### config.mk
export PLATFORM = sky130hd
export DESIGN_NAME = pc_fetch_ctrl
export DESIGN_NICKNAME = d
export VERILOG_FILES = /design/src/rtl/pc_fetch_ctrl.sv
export SDC_FILE = /design/constraint.sdc
export NUM_CORES = 1
export LEC_CHECK = 0
export BUFFER_PORTS_ARGS = -buffer_cell sky130_fd_sc_hd__buf_4
export CORE_ASPECT_RATIO = 0.6
export CORE_UTILIZATION = 30
export CTS_BUF_LIST = sky130_fd_sc_hd__clkbuf_8
export CTS_CLUSTER_DIAMETER = 100
export DETAILED_ROUTE_END_ITERATION = 10
export PLACE_DENSITY = 0.6
export SLEW_MARGIN = 40
export SYNTH_ARGS = -nofsm -noshare
export SYNTH_HDL_FRONTEND = slang
export SYNTH_SLANG_ARGS = --single-unit
### constraint.sdc
create_clock -name clk -period 3.9 [get_ports clk]
set_clock_uncertainty 0.1 [all_clocks]
set_input_delay 0.39 -clock clk [delete_from_list [all_inputs] [get_ports clk]]
set_output_delay 0.39 -clock clk [all_outputs]
set_load 0.03 [all_outputs]
### src/rtl/pc_fetch_ctrl.sv
// Instruction fetch controller: PC sequencing, redirect handling and a one-entry
// instruction buffer in front of decode.
module pc_fetch_ctrl #(
  parameter logic [31:0] RESET_PC   = 32'h0000_0000,
  parameter logic [31:0] EXC_VECTOR = 32'h0000_0080
) (
  input  logic        clk,
  input  logic        rst,
  input  logic        exc,
  input  logic        jump,
  input  logic [31:0] jump_target,
  input  logic        branch_taken,
  input  logic [31:0] branch_target,
  output logic        imem_req,
  output logic [31:0] imem_addr,
  input  logic        imem_ack,
  input  logic [31:0] imem_rdata,
  output logic        if_valid,
  output logic [31:0] if_instr,
  output logic [31:0] if_pc,
  input  logic        id_ready,
  output logic [31:0] pc
);

  localparam int unsigned XLEN     = 32;
  localparam int unsigned INSTR_SZ = 4;

  typedef enum logic [1:0] {
    S_IDLE = 2'd0,
    S_REQ  = 2'd1,
    S_DROP = 2'd2
  } state_e;

  state_e          state_q, state_d;
  logic [XLEN-1:0] pc_q, pc_d;
  logic [XLEN-1:0] drop_addr_q, drop_addr_d;
  logic [XLEN-1:0] if_instr_q, if_instr_d;
  logic [XLEN-1:0] if_pc_q, if_pc_d;
  logic            if_valid_q, if_valid_d;
  logic            pend_q, pend_d;

  logic            redirect;
  logic [XLEN-1:0] redirect_tgt;
  logic            imem_req_c;
  logic            ack_take;

  // Redirect arbitration: exception over jump over branch, word aligned.
  always_comb begin
    redirect     = exc | jump | branch_taken;
    redirect_tgt = branch_target;
    if (exc) begin
      redirect_tgt = EXC_VECTOR;
    end else if (jump) begin
      redirect_tgt = jump_target;
    end
    redirect_tgt = redirect_tgt & ~XLEN'(3);
  end

  // A request, once raised, is held via pend_q until the memory acknowledges.
  always_comb begin
    imem_req_c = 1'b0;
    unique case (state_q)
      S_REQ:   imem_req_c = pend_q | ~if_valid_q | id_ready;
      S_DROP:  imem_req_c = 1'b1;
      default: imem_req_c = 1'b0;
    endcase
  end

  assign ack_take  = imem_req_c & imem_ack;
  assign imem_req  = imem_req_c;
  assign imem_addr = (state_q == S_DROP) ? drop_addr_q : pc_q;
  assign if_valid  = if_valid_q;
  assign if_instr  = if_instr_q;
  assign if_pc     = if_pc_q;
  assign pc        = pc_q;

  // Next-state and datapath update.
  always_comb begin
    state_d     = state_q;
    pc_d        = pc_q;
    drop_addr_d = drop_addr_q;
    if_instr_d  = if_instr_q;
    if_pc_d     = if_pc_q;
    if_valid_d  = if_valid_q;
    pend_d      = pend_q;

    unique case (state_q)
      S_IDLE: begin
        state_d = S_REQ;
        if (redirect) begin
          pc_d = redirect_tgt;
        end
      end

      S_REQ: begin
        if (redirect) begin
          pc_d       = redirect_tgt;
          if_valid_d = 1'b0;
          pend_d     = 1'b0;
          // Memory has seen the old address; wait out its ack before refetching.
          if (imem_req_c && !imem_ack) begin
            state_d     = S_DROP;
            drop_addr_d = pc_q;
          end
        end else if (ack_take) begin
          if_instr_d = imem_rdata;
          if_pc_d    = pc_q;
          if_valid_d = 1'b1;
          pc_d       = pc_q + XLEN'(INSTR_SZ);
          pend_d     = 1'b0;
        end else begin
          pend_d = imem_req_c;
          if (if_valid_q && id_ready) begin
            if_valid_d = 1'b0;
          end
        end
      end

      S_DROP: begin
        if (redirect) begin
          pc_d = redirect_tgt;
        end
        if (imem_ack) begin
          state_d = S_REQ;
        end
      end

      default: begin
        state_d = S_IDLE;
      end
    endcase
  end

  always_ff @(posedge clk or negedge rst) begin
    if (!rst) begin
      state_q     <= S_IDLE;
      pc_q        <= RESET_PC;
      drop_addr_q <= '0;
      if_instr_q  <= '0;
      if_pc_q     <= '0;
      if_valid_q  <= 1'b0;
      pend_q      <= 1'b0;
    end else begin
      state_q     <= state_d;
      pc_q        <= pc_d;
      drop_addr_q <= drop_addr_d;
      if_instr_q  <= if_instr_d;
      if_pc_q     <= if_pc_d;
      if_valid_q  <= if_valid_d;
      pend_q      <= pend_d;
    end
  end

endmodule

==> metrics <==
final WL 19,700 µm; post-CTS sizing 0; part of the power in combinational logic 0.452; Cell Area, Synth 6485 µm²; status finished clean; # IOs 233; most frequent CP cell inv_1; fin util 0.4253; Setup TNS 0 ns; die area 22,230 µm²; Initial Utilization 0.3076; FF-to-FF path depth 7; Crit path depth 7; Netlist cell types 58; Hold Crit Class input port to flop; DR pass1 iterations 5; gpl congestion 0.8303; LEAKAGE 4.386 nW; multi-input combinational cell area 3104 µm²; WHS 0.04316 ns; DR WL/cell 18.27 µm; fill count 2,058; Post-Synthesis Cells 576; nets@finish 894; WP data arrival 3.11 ns; unrepaired setup endpoints after global routing no; Rows 41; Synth top cells by count 126 x dfrtp_1, 109 x mux2_2, 41 x nor2_1; P_sw 2.954 mW; ANT nets after route 0; post-synth top area cell dfrtp_1; CTS tree built; Synth Flop Type dfrtp_1; root buffer cell clkbuf_8; delay-heaviest family, CP simple AND/OR/NAND/NOR gates; Worst-Skew Late Latency 0.46 ns; P&R area growth vs syn 38.28%; Worst VDD drop 0.4161 mV; first-pass GRT wire length 30,360 µm; Synth top area share 0.4862; H-tree depth 4; initial antenna violation count 0; largest net degree at the start of global routing 82; # hold bufs at CTS 1; Worst setup EP type flop; Mean Syn Cell Area 11.26 µm²; drt drc 0; Synth Register Bits 126; clock share of power 0.219; Setup CP Type flop to flop; most frequent cell after synthesis dfrtp_1; critical path, cell by cell inv_1, ha_1, inv_1, a221oi_2, or2_1, nor2_1, a221o_1; final worst-path cycle share 0.7327; Max Cap Violations 0; pwr dens 801.2 nW/µm²; Min-Delay Path Depth 2; chip width 191.8 µm; Least-Margin Pin Slew 0.6893 ns; Crit-path slowest cell or2_1; Critical Path RT 4.15 ns; DRT iter0 DRCs 242; hpwl dp 14,210 µm; via/cell ratio 4.996; asr flop ratio synth 1.000; clock buffer depth 2; YS warnings 0; delay of the slowest critical-path stage 0.59 ns; final hold viol count 0; Critical Path Source Type flop; CP Buf/Inv Count 2; Post-CTS Setup Bufs 0; post-synthesis sequential area ratio 0.4862; gr usage total 0.1839; # setup viols final 0; # clock sinks 126; Fmax 350.0 MHz; Area contributors post-synth dfrtp_1 49%, mux2_2 19%, mux2i_1 4.0%, o21ai_0 2.9%, nor2_1 2.4%; Final Slew Violations 0; via count 5,386; Overflow after GRT 0; Slew headroom 0.5404; Num CTS Buffers 17; Die Ht 115.9 µm; Tmin final 2.858 ns; clock-pin slew on the worst setup and hold paths 0.08 ns; Reg area 3153 µm²; Core ar. 21,080 µm²; vias in the first global route 5,145; Seq pwr share 0.329; share of cells above drive strength 1 0.4869; CP max FO 20; Post-synth EDFFs 0; port bufs 222; Internal 4.230 mW; Antenna Cells 0; Pwr Total 7.184 mW; Sw Share 0.4112
==> state kept, by name, summed over array words and instances, names as in the netlist <==
register,count
if_instr,32
drop_addr_q,30
if_pc,30
pc,30
state_q,2
if_valid,1
pend_q,1
==> cells by family (layout without fill, tap and decap cells) <==
kind of cell	count (synthesis)	in the layout	share of synthesized area
mux	146	146	0.2485
flops	126	126	0.4862
simple gates	126	126	0.09975
compound gates	113	113	0.1123
buf+inv	59	277	0.04302
fa+ha+maj	5	5	0.009647
other cells	1	6	0.0005783
==> final timing paths <==
| check | start | end | slack (ns) |
|---|---|---|---|
| min in group asynchronous | rst | pc[27] | 0.43 |
| max in group asynchronous | rst | if_instr[16] | 2.37 |
| worst max-delay path | state_q[1] | pc[19] | 1.04 |
| worst max register to register | state_q[1] | pc[19] | 1.04 |
| worst min register to register | if_instr[6] | if_instr[6] | 0.40 |
| worst min-delay path | imem_rdata[2] | if_instr[2] | 0.04 |
==> layout by cell type (no fill, tap or decap), drive strengths merged, types with 7 or more instances in the layout <==
master / synthesis / layout
mux2: 120 / 120
nor2: 41 / 41
buf: 29 / 234
a21oi: 22 / 22
a31oi: 11 / 11
nand4: 7 / 7
mux2i: 26 / 26
bufinv: 0 / 8
nand3: 16 / 16
clkbuf: 21 / 22
nand2: 22 / 22
dfrtp: 126 / 126
o21ai: 37 / 37
inv: 9 / 10
or3: 7 / 7
==> worst reg2reg max path, delay by kind of cell (launching register included) <==
| family | cells | cell delay [ns] |
|---|---|---|
| buffers and inverters | 2 | 0.28 |
| DFF | 1 | 0.43 |
| and+or+nand+nor | 2 | 0.90 |
| adders and majority gates | 1 | 0.27 |
| AOI/OAI and AO/OA | 2 | 0.78 |
==> cell type report <==
cell class / instances / area share
clock buffers: 21 / 0.03223
clock inverters: 11 / 0.02874
inverters: 9 / 0.003767
multi-input cells: 396 / 0.3462
flip-flops and latches: 126 / 0.3516
well taps: 279 / 0.03893
repair buffers: 236 / 0.1985
==> metrics by stage <==
step,cells,worst slack (ns),cell area [µm²]
2_1_floorplan,581,1.364,6504
6_report,1078,1.042,8967
3_3_place_gp,1045,0.9219,8397
3_5_place_dp,1045,0.8006,8402
4_1_cts,1078,1.003,8959
5_1_grt,1078,0.7837,8967
==> layer usage <==
metal  routed length, µm  global-route usage  vias up
li1                    -                   -     2550
met2                7951              0.2556      213
met1               10050              0.2726     2610
met3                1513             0.05300       13
met5                   0                   0        -
met4                 178             0.05291        0
==> power groups by stage <==
stage               clock [mW]  combinational, mW  sequential [mW]
floorplan                    0               1.31             3.02
global placement             0               3.25             2.36
detailed placement           0               3.27             2.39
CTS                       1.62               3.28             2.36
global route              1.68               3.45             2.46
finish                    1.57               3.25             2.36
(Power assumes the default switching activity.)
